==> config.mk <==
export PLATFORM = sky130hd
export DESIGN_NAME = vga_timing
export DESIGN_NICKNAME = d
export VERILOG_FILES = /design/src/rtl/vga_pkg.sv /design/src/rtl/vga_axis_timing.sv /design/src/rtl/vga_timing.sv
export SDC_FILE = /design/constraint.sdc
export NUM_CORES = 1
export LEC_CHECK = 0
export CAP_MARGIN = 20
export CORE_MARGIN = 3
export CORE_UTILIZATION = 47
export DETAILED_ROUTE_END_ITERATION = 8
export PLACE_DENSITY = 0.85
export SKIP_CTS_REPAIR_TIMING = 1
export SYNTH_ARGS = -nofsm -noshare
export SYNTH_HDL_FRONTEND = slang
export SYNTH_SLANG_ARGS = --single-unit
==> constraint.sdc <==
create_clock -name clk -period 2.1 [get_ports clk]
set_clock_uncertainty 0.1 [all_clocks]
set_input_delay 0.315 -clock clk [delete_from_list [all_inputs] [get_ports clk]]
set_output_delay 0.315 -clock clk [all_outputs]
set_load 0.005 [all_outputs]
==> src/rtl/vga_pkg.sv <==
// vga_pkg: raster timing constants for 800x600@60 (40 MHz pixel clock) and the shared
// counter type used by the timing generator and every drawing stage downstream.
package vga_pkg;

  localparam int unsigned VGA_CNT_W = 11;

  typedef logic [VGA_CNT_W-1:0] vga_cnt_t;

  // Horizontal: 800 visible, 40 front porch, 128 sync, 88 back porch.
  localparam vga_cnt_t HOR_TOTAL_TIME  = 11'd1056;
  localparam vga_cnt_t HOR_BLANK_START = 11'd800;
  localparam vga_cnt_t HOR_SYNC_START  = 11'd840;
  localparam vga_cnt_t HOR_SYNC_TIME   = 11'd128;

  // Vertical: 600 visible, 1 front porch, 4 sync, 23 back porch (in lines).
  localparam vga_cnt_t VER_TOTAL_TIME  = 11'd628;
  localparam vga_cnt_t VER_BLANK_START = 11'd600;
  localparam vga_cnt_t VER_SYNC_START  = 11'd601;
  localparam vga_cnt_t VER_SYNC_TIME   = 11'd4;

  // True when lo <= x < lo + len. The subtraction wraps for x < lo, giving a value
  // that is never below len for any window that fits in the counter range.
  function automatic logic in_window(input vga_cnt_t x, input vga_cnt_t lo,
                                     input vga_cnt_t len);
    vga_cnt_t d;
    d = x - lo;
    return d < len;
  endfunction

endpackage

==> src/rtl/vga_axis_timing.sv <==
// vga_axis_timing: one raster axis. A wrapping position counter with a carry-out on
// its last position, plus blank and sync flags decoded from the next count and
// registered alongside it so flags always describe the count being shown.
//   clk    in   pixel clock
//   rst_n  in   synchronous reset, active-low
//   en     in   advance by one position this cycle
//   count  out  current position, 0..Total-1
//   carry  out  combinational: en is high and count is at Total-1 (wraps this edge)
//   blnk   out  count >= BlankStart
//   sync   out  SyncStart <= count < SyncStart+SyncTime
module vga_axis_timing
  import vga_pkg::*;
#(
  parameter vga_cnt_t Total      = HOR_TOTAL_TIME,
  parameter vga_cnt_t BlankStart = HOR_BLANK_START,
  parameter vga_cnt_t SyncStart  = HOR_SYNC_START,
  parameter vga_cnt_t SyncTime   = HOR_SYNC_TIME
) (
  input  logic     clk,
  input  logic     rst_n,
  input  logic     en,
  output vga_cnt_t count,
  output logic     carry,
  output logic     blnk,
  output logic     sync
);

  vga_cnt_t count_q, count_d;
  logic     blnk_q, sync_q;
  logic     last;

  assign last  = (count_q == Total - 1'b1);
  assign carry = en & last;

  always_comb begin
    count_d = count_q;
    if (en) begin
      count_d = last ? '0 : count_q + 1'b1;
    end
  end

  // Flags are recomputed from count_d every cycle; with en low count_d equals count_q,
  // so they hold along with the counter.
  always_ff @(posedge clk) begin
    if (!rst_n) begin
      count_q <= '0;
      blnk_q  <= 1'b0;
      sync_q  <= 1'b0;
    end else begin
      count_q <= count_d;
      blnk_q  <= (count_d >= BlankStart);
      sync_q  <= in_window(count_d, SyncStart, SyncTime);
    end
  end

  assign count = count_q;
  assign blnk  = blnk_q;
  assign sync  = sync_q;

endmodule

==> src/rtl/vga_timing.sv <==
// vga_timing: free-running raster timing generator. All outputs are registered and
// aligned to the same pixel.
//   clk        in   pixel clock (40 MHz)
//   rst_n      in   synchronous reset, active-low; overrides en
//   en         in   pixel-advance enable; everything holds while low and sof reads 0
//   hcount     out  horizontal position
//   vcount     out  vertical position
//   hsync      out  active-high horizontal sync
//   vsync      out  active-high vertical sync
//   hblnk      out  horizontal blanking
//   vblnk      out  vertical blanking
//   sof        out  one-cycle pulse while the first (0,0) after a frame wrap is shown
//   frame_cnt  out  completed-frame count, wraps modulo 2^FRAME_CNT_W
// Geometry parameters default to the 800x600@60 constants; overriding them gives a
// smaller raster with identical behaviour.
module vga_timing
  import vga_pkg::*;
#(
  parameter int unsigned FRAME_CNT_W = 16,
  parameter vga_cnt_t HorTotal      = HOR_TOTAL_TIME,
  parameter vga_cnt_t HorBlankStart = HOR_BLANK_START,
  parameter vga_cnt_t HorSyncStart  = HOR_SYNC_START,
  parameter vga_cnt_t HorSyncTime   = HOR_SYNC_TIME,
  parameter vga_cnt_t VerTotal      = VER_TOTAL_TIME,
  parameter vga_cnt_t VerBlankStart = VER_BLANK_START,
  parameter vga_cnt_t VerSyncStart  = VER_SYNC_START,
  parameter vga_cnt_t VerSyncTime   = VER_SYNC_TIME
) (
  input  logic                   clk,
  input  logic                   rst_n,
  input  logic                   en,
  output vga_cnt_t               hcount,
  output vga_cnt_t               vcount,
  output logic                   hsync,
  output logic                   vsync,
  output logic                   hblnk,
  output logic                   vblnk,
  output logic                   sof,
  output logic [FRAME_CNT_W-1:0] frame_cnt
);

  logic h_carry, v_carry;

  vga_axis_timing #(
    .Total      (HorTotal),
    .BlankStart (HorBlankStart),
    .SyncStart  (HorSyncStart),
    .SyncTime   (HorSyncTime)
  ) u_hor (
    .clk   (clk),
    .rst_n (rst_n),
    .en    (en),
    .count (hcount),
    .carry (h_carry),
    .blnk  (hblnk),
    .sync  (hsync)
  );

  // h_carry already includes en, so the vertical axis only steps on enabled line ends.
  vga_axis_timing #(
    .Total      (VerTotal),
    .BlankStart (VerBlankStart),
    .SyncStart  (VerSyncStart),
    .SyncTime   (VerSyncTime)
  ) u_ver (
    .clk   (clk),
    .rst_n (rst_n),
    .en    (h_carry),
    .count (vcount),
    .carry (v_carry),
    .blnk  (vblnk),
    .sync  (vsync)
  );

  logic                   sof_q, sof_d;
  logic [FRAME_CNT_W-1:0] frame_cnt_q, frame_cnt_d;

  // v_carry marks the edge that wraps to (0,0); registering it lines sof up with the
  // counters showing (0,0). Reset never raises v_carry, so no pulse follows reset.
  always_comb begin
    sof_d       = v_carry;
    frame_cnt_d = frame_cnt_q;
    if (v_carry) begin
      frame_cnt_d = frame_cnt_q + 1'b1;
    end
  end

  always_ff @(posedge clk) begin
    if (!rst_n) begin
      sof_q       <= 1'b0;
      frame_cnt_q <= '0;
    end else begin
      sof_q       <= sof_d;
      frame_cnt_q <= frame_cnt_d;
    end
  end

  assign sof       = sof_q;
  assign frame_cnt = frame_cnt_q;

endmodule

## Yosys cells after proc, flatten, opt, wreduce, memory -nomap -nowiden

Cells that the tools add are included.
Widths: inputs -> output; s select.

| storage, ports and cells | value |
|---|---|
| logic and storage cells | 25 |
| output and inout port bits | 43 |
| register bits | 43 |

| operators by class | value |
|---|---|
| add/subtract/negate cells | 5 |
| order comparisons | 4 |
| equal/unequal tests | 2 |
| bitwise gates (word level) | 2 |
| multiplexer cells | 4 |

Operators with widths:

| kind | number |
|---|---|
| $mux 11 | 4 |
| $add 11x1->11 const B | 2 |
| $ge 11x10->1 const B | 2 |
| $sub 11x10->11 const B | 2 |
| $add 16x1->16 const B | 1 |
| $eq 11x10->1 const B | 1 |
| $eq 11x11->1 const B | 1 |
| $lt 11x3->1 const B | 1 |
| $lt 11x8->1 const B | 1 |
| $and 1x1->1 | 2 |

## Longest topological paths before layout

| logic depth | value |
|---|---|
| depth in word-level cells | 5 |
| mapped depth | 9 |
| mapped depth without buffers | 7 |

## By module

From an unflattened synthesis, not the netlist that was laid out.

| unflattened totals | value |
|---|---|
| cells, all modules | 259 |
| area total of the unflattened synthesis | 2356.0 um2 |

By module, submodules not included:

| module | instances | area an instance (um2) | cells an instance |
|---|---|---|---|
| vga_axis_timing at u_ver | 1 | 818.3 | 92 |
| vga_timing | 1 | 785.8 | 86 |
| vga_axis_timing at u_hor | 1 | 752.0 | 81 |

## Worst setup path before layout

No wires, ideal clock.

| timing path | value |
|---|---|
| path type | register to register |
| start point | register u_ver.count_q[0], in the netlist u_ver.count[0] |
| end point | register frame_cnt_q[15], in the netlist frame_cnt[15] |
| data required time | 1.885 ns |
| setup time | 0.115 ns |
| buffers on the path | 1 |
| data arrival time | 1.929 ns |
| stages on the path, launching flop included | 8 |
| path slack | -0.044 ns |
| period minus slack after synthesis | 2.144 ns |
| cell sequence | dfxtp_1 > ha_1 > clkbuf_1 > nand4_1 > nor4_4 > nand4_1 > xnor2_1 > and2_1 |

| between the ends | value |
|---|---|
| cells in the longest elaborated chain, start to end | 2 |

Ends and longest elaborated chain:

| element | RTL line | RTL |
|---|---|---|
| from (decl) | vga_axis_timing.sv:28 | `vga_cnt_t count_q, count_d;` |
| from (signal assigned) | vga_axis_timing.sv:50 | `count_q <= count_d;` |
| $eq 11x10->1 | vga_axis_timing.sv:32 | `assign last = (count_q == Total - 1'b1);` |
| $and 1x1->1 | vga_axis_timing.sv:33 | `assign carry = en & last;` |
| to (signal assigned) | vga_timing.sv:94 | `frame_cnt_q <= frame_cnt_d;` |
| to (decl) | vga_timing.sv:76 | `logic [FRAME_CNT_W-1:0] frame_cnt_q, frame_cnt_d;` |

Every way passes these cells.
A chain may end at the register's enable or synchronous reset.

## Worst setup path in the final report

| timing path | value |
|---|---|
| start point | register u_hor.count_q[7], in the netlist u_hor.count[7] |
| end point | register u_ver.blnk_q, in the netlist u_ver.blnk |

| between the ends | value |
|---|---|
| cells in the longest elaborated chain, start to end | 4 |

Ends and longest elaborated chain:

| element | RTL line | RTL |
|---|---|---|
| from (decl) | vga_axis_timing.sv:28 |  |
| from (signal assigned) | vga_axis_timing.sv:50 |  |
| $eq 11x11->1 | vga_axis_timing.sv:32 |  |
| $and 1x1->1 | vga_axis_timing.sv:33 |  |
| $mux 11 | vga_axis_timing.sv:37 | `if (en) begin` |
| $ge 11x10->1 | vga_axis_timing.sv:51 | `blnk_q <= (count_d >= BlankStart);` |
| to (signal assigned) | vga_axis_timing.sv:51 |  |
| to (decl) | vga_axis_timing.sv:29 | `logic blnk_q, sync_q;` |

Every way passes these cells.

==> metrics list <==
- Outcome: completed
* I/O pin count: 46
- Post-synthesis cell area: 0.00238 mm2
* Post-route fraction of the period consumed by the critical path: 0.983
* Initial Utilization: 0.494
- The tool flagged a number of max-cap violations equal to 0.
- Y dimension of the die: 77.2 um
* Horizontal die dimension: 77.2 um
- VDD sags by at most approximately 320 uV.
- From synthesis to final layout, the design area changed by 41.0%.
* Max-Slew Margin vs Limit: 0.720
* Slew of the pin with the lowest slew margin: 0.416 ns
- Entering global routing, the biggest net connects 19 pins.
- Once detail routing completed, the nets flagged for antenna violations numbered 0.
- Post-Syn Area per Cell: 8.79 um2
- Power per cell area: approximately 430 mW/mm2
- Port buffering added 45 buffers.
- The complex-gate fraction of the synthesized area was 0.132.
* Part of the Yosys area used for sequential elements: 0.362
- Global router's overall resource usage: 0.214
* Insertion delay to the later sink of the worst-skew pair: 0.31 ns
- Most common flop cell mapped by yosys: dfxtp_1
- In the final design database the tool counted around 360 nets.
* Antenna Cells: 0
- Setup violations remaining at the end of the flow were counted as 0.
- The number of cells on the worst reg-to-reg path is 7.
* Data arrival time of the critical path: 2.17 ns
* Initial antenna violation count: 0
- The count of pins over their slew limit came to 0.
* FF+latch count, synth: 43
- TritonCTS built the clock tree.
* Placeable core region: a little under 0.005 mm2
- Buffers inserted during clock tree synthesis total 5.
- At the worst endpoint, the required time is ~2.2 ns.
- The path class of the tightest hold or removal check is reg2reg.
- Most area-hungry cell type in the Yosys netlist: dfxtp_1
* Multiplexer fraction of the synthesized cell area: 0.00841
* Average vias per placed instance: 5.44
* Nature of the critical path endpoint: register
- WL/cell: 15.0 um
- First drt pass iteration count: 4
- Total of warnings raised by yosys: 0
* Count of standard-cell rows: 25
- Detailed placement ended at an HPWL of 4.43 mm.
- Adding up every negative setup slack in the final design gives 0 ns.
- Total vias in the final route: 2306
- The share of synthesized area in the top cell type comes to 0.362.
* Highest fanout seen on the critical path: 5
- For this run, design rule violations remaining after detail routing come to 0.
* Minimum clock period: between 2 and 2.5 ns
- The die covers around 0.0060 mm2.
- Upper clock frequency limit: 0.485 GHz
- The tree is rooted in a clkbuf_8.
- Clock transition at the registers of the reported paths: 0.09 ns
* Hold depth: 2
- Fillers: a little under 400
- Wire length of the first global-routing pass: 10.3 mm
- Of the cells placed in the final design, the portion with a size suffix greater than 1 is 0.213.
* Drt first-iter violations: 103
* Maximum buffer depth of the clock tree: 2
- After synthesis, the largest family of logic cells by area is simple AND/OR/NAND/NOR gates.
* Async SR Flop Fraction: 0
- Of the total synthesized cell area, the portion taken by full adders, half adders and majority gates is 0.0158.
- In the post-synthesis netlist, the biggest area contributors are dfxtp_1 (36%), xnor2_1 (6.6%), and2_1 (4.5%), nand2_1 (4.1%), xor2_1 (3.7%).
- STA classifies the critical path startpoint as a register.
- By instance count, the leading cell after synthesis is dfxtp_1.
* Worst hold slack across all endpoints: 0.416 ns
- Total routed wirelength: 6.34 mm
* Post-synthesis share of cell area spent on and, or, nand and nor gates: 0.338
- RSZ-0062 raised after global routing: yes
- Synth Instances: 271
- Post-Synthesis Net Count: 277
- Layout Utilization: 0.697
- GPL Wtd Cong: slightly below 1
* XOR/XNOR Fraction of Synth Area: 0.103
- The via count of the first global-routing pass is 2237.
- Pleak: 0.00128 uW
- Overflow after GRT: 0
* Crit Path Class: reg2reg
- The clock drives 43 sinks.
- Yosys mapped a number of flops with a built-in enable equal to 0.
- After synthesis, the netlist uses 49 different library cells.
* List of most frequent post-synthesis cells: dfxtp_1 (43), nand2_1 (26), nor2_1 (18), xnor2_1 (18), and2_1 (17)
- Htree depth: 2
- The count of final hold-check violations was 0.
## state kept, by name, summed over array words and instances (netlist names)
signal       count
sof              1
u_ver.count     11
u_hor.count     11
frame_cnt       16
u_ver.sync       1
u_ver.blnk       1
u_hor.sync       1
u_hor.blnk       1
## cells by family after synthesis
family,Yosys count
adder cells (fa/ha/maj),3
flip-flops,43
AO/OA/AOI/OAI,44
multiplexers,2
buffers and inverters,19
XOR/XNOR,28
AND/OR/NAND/NOR,132
## placed cells by master, fill, tap and decap left out, types with 11 or more instances in the layout
| master | instances |
|---|---|
| nand3_1 | 11 |
| and2_1 | 16 |
| xnor2_1 | 18 |
| nand2_1 | 26 |
| o21ai_0 | 11 |
| buf_4 | 44 |
| nand4_1 | 11 |
| dfxtp_1 | 42 |
| nor2_1 | 16 |
| clkdlybuf4s50_1 | 45 |
## where the power goes
part | switching, uW | internal (uW)
Sequential | 2.31 | 819
Combinational | 24.9 | 30.4
Clock | 319 | 238
## metrics by stage
stage	total power [uW]	setup slack, ns	cells	cell area (um2)
5_1_grt	1480	-0.0233	424	3360
6_report	1430	0.0361	424	3360
2_1_floorplan	865	0.000206	271	2380
3_5_place_dp	895	-0.270	412	3170
3_3_place_gp	893	-0.240	412	3170
4_1_cts	1440	0.00652	420	3260
## metal layers
metal,vias to the layer above,track usage,part of all wire
li1,1125,-,-
met1,1094,0.259,0.43
met2,68,0.358,0.48
met3,19,0.0516,0.048
met4,0,0.0925,0.035
met5,-,0,0
## area by class of cell
class | count | area [um2] | share of cell area
Inverter | 6 | 22.5 | 0.00671
Timing Repair Buffer | 91 | 826 | 0.246
Sequential cell | 43 | 862 | 0.257
Multi-Input combinational cell | 209 | 1470 | 0.438
Clock buffer | 5 | 68.8 | 0.0205
Tap cell | 67 | 83.8 | 0.0250
Clock inverter | 3 | 25.0 | 0.00745
## path summary, 6_finish.rpt
kind,from,to,slack (ns)
max,u_hor.count[7],u_ver.blnk,0.04
max reg2reg,u_hor.count[7],u_ver.blnk,0.04
min,frame_cnt[8],frame_cnt[8],0.42
min reg2reg,frame_cnt[8],frame_cnt[8],0.42
## critical path, cell delays in order (launching register included)
cell,delay (ns)
dfxtp_2,0.35
nor4b_4,0.39
and4_4,0.31
buf_12,0.12
o21ai_2,0.06
a211o_1,0.29
a21bo_1,0.17
a21o_1,0.17
No activity file was read; power rests on OpenSTA's default activity.
